<file path="config.mk">
export PLATFORM = sky130hd
export DESIGN_NAME = add_arbiter
export DESIGN_NICKNAME = d
export VERILOG_FILES = /design/src/rtl/add_arbiter_pkg.sv /design/src/rtl/addsub_core.sv /design/src/rtl/add_arbiter.sv
export SDC_FILE = /design/constraint.sdc
export NUM_CORES = 1
export LEC_CHECK = 0
export CORE_MARGIN = 10
export CORE_UTILIZATION = 41
export CTS_CLUSTER_SIZE = 16
export DETAILED_ROUTE_END_ITERATION = 8
export PLACE_DENSITY = 0.73
export RECOVER_POWER = 50
export SETUP_SLACK_MARGIN = 0.1
export SLEW_MARGIN = 20
export SYNTH_ARGS = -nofsm -noshare
export SYNTH_HDL_FRONTEND = slang
export SYNTH_HIERARCHICAL = 1
export SYNTH_SLANG_ARGS = --single-unit
</file>
<file path="constraint.sdc">
create_clock -name clk -period 7.85 [get_ports clk]
set_input_delay 1.57 -clock clk [delete_from_list [all_inputs] [get_ports clk]]
set_output_delay 1.57 -clock clk [all_outputs]
set_load 0.005 [all_outputs]
</file>
<file path="src/rtl/add_arbiter_pkg.sv">
// Shared types and encodings for the two-requester arithmetic arbiter.
package add_arbiter_pkg;

    localparam int DATA_W = 8;
    localparam int SEL_W  = 4;

    // One-hot select bit positions inside sel[SEL_W-1:0]
    localparam int SEL_ADD = 0;
    localparam int SEL_SUB = 1;
    localparam int SEL_INC = 2;
    localparam int SEL_DEC = 3;

    typedef enum logic [1:0] {
        OP_ADD = 2'b00,
        OP_SUB = 2'b01,
        OP_INC = 2'b10,
        OP_DEC = 2'b11
    } op_e;

    typedef enum logic [1:0] {
        ST_IDLE = 2'b00,
        ST_EXEC = 2'b01,
        ST_HOLD = 2'b10
    } state_e;

    typedef struct packed {
        logic [1:0]        op;
        logic [DATA_W-1:0] a;
        logic [DATA_W-1:0] b;
    } req_t;

    // Opcode value doubles as the one-hot bit index
    function automatic logic [SEL_W-1:0] op_to_sel(input logic [1:0] op);
        op_to_sel = SEL_W'(1) << op;
    endfunction

endpackage

</file>
<file path="src/rtl/addsub_core.sv">
// Combinational add/sub/inc/dec built around one shared 8-bit adder.
module addsub_core
    import add_arbiter_pkg::*;
(
    input  logic [DATA_W-1:0] a,
    input  logic [DATA_W-1:0] b,
    input  logic [SEL_W-1:0]  sel,
    output logic [DATA_W-1:0] y
);

    logic [DATA_W-1:0] opa;
    logic [DATA_W-1:0] opb;
    logic              cin;

    // Steer operands into the adder; all-zero sel yields 0 + 0 + 0
    always_comb begin
        opa = '0;
        opb = '0;
        cin = 1'b0;
        if (sel[SEL_ADD]) begin
            opa = a;
            opb = b;
        end else if (sel[SEL_SUB]) begin
            opa = a;
            opb = ~b;
            cin = 1'b1;
        end else if (sel[SEL_INC]) begin
            opa = a;
            cin = 1'b1;
        end else if (sel[SEL_DEC]) begin
            opa = a;
            opb = '1;
        end
    end

    assign y = opa + opb + {{(DATA_W-1){1'b0}}, cin};

endmodule

</file>
<file path="src/rtl/add_arbiter.sv">
// Two-requester arbiter feeding a shared add/sub unit: IDLE -> EXEC -> HOLD.
module add_arbiter
    import add_arbiter_pkg::*;
#(
    parameter bit RR_EN = 1'b1
) (
    input  logic              clk,
    input  logic              rst_n,
    input  logic              req0_valid,
    output logic              req0_ready,
    input  logic [1:0]        req0_op,
    input  logic [DATA_W-1:0] req0_a,
    input  logic [DATA_W-1:0] req0_b,
    input  logic              req1_valid,
    output logic              req1_ready,
    input  logic [1:0]        req1_op,
    input  logic [DATA_W-1:0] req1_a,
    input  logic [DATA_W-1:0] req1_b,
    output logic              res_valid,
    input  logic              res_ready,
    output logic              res_id,
    output logic [DATA_W-1:0] res_data,
    output logic              busy
);

    state_e            state, state_nxt;
    logic              last_grant;
    logic              grant_id;
    logic              accept;
    req_t              req_sel;
    logic [SEL_W-1:0]  cap_sel;
    logic [DATA_W-1:0] cap_a;
    logic [DATA_W-1:0] cap_b;
    logic              cap_id;
    logic [DATA_W-1:0] core_y;

    // Pick the winner: single valid wins, ties go by rotation or to req0
    always_comb begin
        grant_id = 1'b0;
        if (req0_valid && req1_valid)
            grant_id = RR_EN ? ~last_grant : 1'b0;
        else if (req1_valid)
            grant_id = 1'b1;
    end

    // Operand mux for the granted requester
    always_comb begin
        req_sel = grant_id ? '{op: req1_op, a: req1_a, b: req1_b}
                           : '{op: req0_op, a: req0_a, b: req0_b};
    end

    // Next state; ready is only ever offered from IDLE and never during reset
    always_comb begin
        state_nxt = state;
        accept    = 1'b0;
        case (state)
            ST_IDLE: begin
                if (rst_n && (req0_valid || req1_valid)) begin
                    accept    = 1'b1;
                    state_nxt = ST_EXEC;
                end
            end
            ST_EXEC: state_nxt = ST_HOLD;
            ST_HOLD: if (res_ready) state_nxt = ST_IDLE;
            default: state_nxt = ST_IDLE;
        endcase
    end

    assign req0_ready = accept & ~grant_id;
    assign req1_ready = accept &  grant_id;
    assign res_valid  = (state == ST_HOLD);
    assign busy       = (state != ST_IDLE);

    // State register; last_grant resets to 1 so req0 wins the first tie
    always_ff @(posedge clk or negedge rst_n) begin
        if (!rst_n) begin
            state      <= ST_IDLE;
            last_grant <= 1'b1;
        end else begin
            state <= state_nxt;
            if (accept)
                last_grant <= grant_id;
        end
    end

    // Capture the granted operation, opcode decoded to one-hot here
    always_ff @(posedge clk or negedge rst_n) begin
        if (!rst_n) begin
            cap_sel <= '0;
            cap_a   <= '0;
            cap_b   <= '0;
            cap_id  <= 1'b0;
        end else if (accept) begin
            cap_sel <= op_to_sel(req_sel.op);
            cap_a   <= req_sel.a;
            cap_b   <= req_sel.b;
            cap_id  <= grant_id;
        end
    end

    addsub_core u_core (
        .a   (cap_a),
        .b   (cap_b),
        .sel (cap_sel),
        .y   (core_y)
    );

    // Result register, loaded once in EXEC and held through HOLD
    always_ff @(posedge clk or negedge rst_n) begin
        if (!rst_n) begin
            res_data <= '0;
            res_id   <= 1'b0;
        end else if (state == ST_EXEC) begin
            res_data <= core_y;
            res_id   <= cap_id;
        end
    end

endmodule

</file>
# Word-level counts from Yosys, hierarchy flattened
# Index checks and enable logic that the tools add are counted.
[word_totals]
out_inout_bits = 13
in_bits = 41
reg_bits = 33
word_cells = 45
[op_classes]
bitwise = 5
muxes = 19
add_sub_neg = 2
n_eq_ne = 4
n_reduce_logical = 6
shift = 1
[op_table]
columns = ["op", "count"]
rows = [
  ["$mux 8", 8],
  ["$mux 18", 1],
  ["$add 8x1->8", 1],
  ["$add 8x8->8", 1],
  ["$not 8->8", 1],
  ["$mux 1", 7],
  ["$pmux 2 s3", 1],
  ["$mux 2", 2],
  ["$shl 1x2->4 const A", 1],
  ["$and 1x1->1", 2],
  ["$eq 2x1->1 const B", 1],
  ["$eq 2x2->1 const B", 1],
  ["$logic_and 1x1->1", 2],
  ["$logic_not 2->1", 1],
  ["$ne 2x1->1 const B", 1],
  ["$ne 2x2->1 const B", 1],
  ["$not 1->1", 2],
  ["$reduce_and 2->1", 1],
  ["$reduce_bool 2->1", 1],
  ["$logic_or 1x1->1", 1],
]

# Depth between registers and ports, before layout
[logic_depth]
word_depth = 6
ltp_mapped = 11
mapped_depth_nobuf = 11

# Cells and area by module
# The synthesis kept the hierarchy.
[modules_own_cells]
columns = ["module", "seq_area_each_um2", "area_each_um2", "cells_per_inst", "instances"]
rows = [
  ["add_arbiter", 827.0, 1550.2, 107, 1],
  ["addsub_core", 0.0, 548.0, 73, 1],
]

# Worst setup path before layout
# OpenSTA, ideal clock, no wires.
[synth_path]
path_kind = "input to output"
from = "input req1_valid"
to = "output req0_ready"
path_buffers = 1
t_required_ns = 6.280
setup_slack_ns = 3.989
stages = 4
arrival_ns = 2.291
cell_sequence = "nor2_1 > nor3b_4 > buf_6 > nor2b_1"
[synth_via]
elab_chain_len = 5
elab_cells_between_ends = 9
classes_between = "4 x mux; 2 x bitwise; 3 x reduce/logical"
[synth_rtl]
columns = ["item", "line_no", "source"]
rows = [
  ["start: declaration", "add_arbiter.sv:14", "input logic req1_valid,"],
  ["$logic_or 1x1->1", "add_arbiter.sv:58", "if (rst_n && (req0_valid || req1_valid)) begin"],
  ["$logic_and 1x1->1", "add_arbiter.sv:58", ""],
  ["$mux 1", "add_arbiter.sv:58", ""],
  ["$mux 1", "add_arbiter.sv:56", "case (state)"],
  ["$and 1x1->1 (*)", "add_arbiter.sv:69", "assign req0_ready = accept & ~grant_id;"],
  ["end: declaration", "add_arbiter.sv:10", "output logic req0_ready,"],
]
# Every way passes the cells marked *; elsewhere a longest branch is shown, timed or not.

# Worst setup path after layout
[layout_path]
from = "input rst_n"
to = "output req1_ready"
[layout_via]
elab_chain_len = 4
[layout_rtl]
columns = ["item", "line_no", "source"]
rows = [
  ["start: declaration", "add_arbiter.sv:8", "input logic rst_n,"],
  ["$logic_and 1x1->1", "add_arbiter.sv:58", ""],
  ["$mux 1", "add_arbiter.sv:58", ""],
  ["$mux 1", "add_arbiter.sv:56", ""],
  ["$and 1x1->1", "add_arbiter.sv:70", "assign req1_ready = accept & grant_id;"],
  ["end: declaration", "add_arbiter.sv:15", "output logic req1_ready,"],
]
# No other way between the ends.

==> results.yml <==
status:
  status: "complete, no violations"
yosys:
  ys_seq_area_frac: 0.394
  synth_area_per_cell_um2: 11.7
  synth.net_count: 229
  yosysWarnings: 6
  ys_types: 35
  syn_inst: 180
  ys_ff_latch: 33
  synth_area_um2: 2100
global_route:
  use_met1: 0.122
  grt_max_degree: 35
  antenna_found_initial: 0
  grt.busiest_layer: "met2"
  grt_pass1_vias: 1633
  grt_use_met3: 0.0444
  grt_usage: 0.109
  grt_pass1_wl_um: 7480
  grt-ovfl-total: 0
  use_met2: 0.182
sta:
  drv_slew: 0
  worstMarginPinSlew_ns: 0.575
  slew_headroom: 0.614
  rsz0062_at_grt: "no"
  setup_tns_ns: 0
  finalCritPeriodShare: 0.677
  min_period_ns: 5.31
  holdWs_ns: 0.491
  fmax_mhz: 188
  setup_viol: 0
  fin_worst_skew_ns: 0.00530
  finalHoldViolCount: 0
clocking:
  ctsHoldBuffers: 0
  clock_sinks: 33
  cts-root-buf: "clkbuf_8"
  cts_tree: "done"
  clk_pin_slew_ns: 0.07
  cts-buffers-inserted: 5
  postCtsResizedCells: 0
  cts_max_path_buffers: 2
  cts_setup_buffers: 0
  worstSkewPairLatency_ns: 0.29
  htree_levels: 2
power:
  power_uw: 1110
  power_leakage_uw: 0.00117
  p_per_area_nw_per_um2: 396
  vdd_drop_max_uv: 179
detailed_routing:
  avgRoutedWirePerCell_um: 14.5
  via_per_inst: 5.04
  vias: 1528
  ant_nets: 0
  wl_um: 4400
  drc_errors: 0
  drt_iter0_markers: 42
  dr.pass1.iters: 3
critical_path:
  worst_setup_path_start_kind: "input port"
  slowest_stage: "dlygate4sd3_1"
  path_cells: "dlygate4sd3_1, buf_4, nor3b_4, buf_4, and2_1, clkdlybuf4s50_1"
  crit_fanout: 34
  endpoint_kind: "output pin"
  required_ns: 6.28
  cp.arrival_ns: 3.74
  critical_path.most_common_cell: "buf_4"
  max_stage_delay_ns: 0.52
  worstSetupPathType: "in2out"
floorplan:
  core_area_um2: 4850
  io_pins: 54
  die_y_um: 91.5
  die_area_um2: 8380
  die_w_um: 91.5
  start_util: 0.433
  num_rows: 25
cells_and_area:
  area_delta_synth_final_pct: 33.8
  fin_util: 0.579
  mostFrequentLayoutCells: "50 x clkdlybuf4s50_1, 47 x mux2_2, 32 x dfrtp_1, 10 x nor2b_1"
  drive_gt1_frac: 0.275
  antenna_cells: 0
  num-nets-final: 284
  final_common_cell: "clkdlybuf4s50_1"
  nFillCells: 436
placed_design:
  io_buffers: 53
  place_congestion: 0.804
  place_hpwl_um: 3410
flow_run:
  cap_violations: 0
worst_hold_path:
  hp-class: "reg2reg"
[through the flow]
stage	area [um2]	std cells	worst slack, ns
after floorplan	2100	180	3.99
after global placement	2690	295	2.61
after detailed placement	2690	295	2.55
after CTS	2810	303	2.55
after global routing	2810	303	2.35
final	2810	303	2.54
[cell usage after synthesis]
cell,n,share of area
or2_2,1,0.0030
mux2_1,1,0.0054
a2111o_1,1,0.0054
nor3b_4,1,0.0089
xnor2_1,3,0.013
nor2_1,7,0.013
a21o_1,6,0.021
mux2_2,47,0.25
mux2i_1,4,0.019
nand2_1,3,0.0054
a21oi_1,6,0.014
buf_2,3,0.0072
a21boi_2,1,0.0054
o31a_1,2,0.0083
nor2b_1,10,0.030
o21ai_0,3,0.0072
xor2_1,2,0.0083
or4b_1,1,0.0048
o211ai_1,1,0.0036
clkbuf_1,3,0.0054
dfstp_2,1,0.013
fa_1,2,0.019
buf_6,2,0.011
nor2b_4,1,0.0066
ha_1,6,0.036
a211oi_1,9,0.032
inv_1,5,0.0089
dfrtp_1,32,0.38
nand3_1,1,0.0024
o22ai_1,1,0.0030
and2_1,1,0.0030
nand2b_1,9,0.027
o21a_1,2,0.0072
nor4_2,1,0.0060
or2_4,1,0.0042
[final cells by class]
cell class | count | area, um2 | area share
Tap cell | 67 | 83.8 | 0.0299
Clock inverter | 2 | 37.5 | 0.0134
Multi-Input combinational cell | 134 | 1200 | 0.429
Timing Repair Buffer | 56 | 553 | 0.197
Inverter | 5 | 18.8 | 0.00669
Sequential cell | 33 | 827 | 0.295
Clock buffer | 6 | 82.6 | 0.0294
[worst max-delay path: cells and delay by family]
family                 cells  cell delay, ns
buffers and inverters      4            1.72
AND/OR/NAND/NOR            2            0.43
[registers in the layout, indices dropped and copies added (netlist names)]
name / flops
state: 2
cap_id: 1
cap_sel: 4
res_data: 8
cap_b: 8
last_grant: 1
cap_a: 8
res_id: 1
[report_power, final]
| group | switching [uW] | internal (uW) | total (uW) |
|---|---|---|---|
| clock network | 63.7 | 103 | 167 |
| logic | 269 | 356 | 625 |
| registers | 65.5 | 253 | 319 |
[cells by family (layout without fill, tap and decap cells)]
group / after synthesis / count (layout) / share of synthesized area
and+or+nand+nor: 37 / 37 / 0.113
adders and majority gates: 8 / 8 / 0.0549
buffers and inverters: 13 / 69 / 0.0322
xor gates and xnor gates: 5 / 5 / 0.0209
AOI/OAI and AO/OA: 32 / 32 / 0.108
muxes: 52 / 52 / 0.277
DFF: 33 / 33 / 0.394
[path summary, 6_finish.rpt]
path                                  from          end  depth (start not counted)  slack (ns)
worst min-delay path                cap_id       cap_id                          1        0.49
max in group asynchronous            rst_n   last_grant                          2        5.77
worst max-delay path                 rst_n   req1_ready                          6        2.54
worst max register to register  cap_sel[0]  res_data[6]                          9        4.87
worst min register to register      cap_id       cap_id                          1        0.49
min in group asynchronous            rst_n  res_data[3]                          2        1.75
[per-layer routing]
layer / share of wire / up-vias / wire length, um
li1: - / 761 / -
met1: 0.46 / 728 / 2010
met2: 0.48 / 34 / 2090
met3: 0.053 / 5 / 231
met4: 0.014 / 0 / 63
met5: 0 / - / 0
No activity file was read; power rests on OpenSTA's default activity.
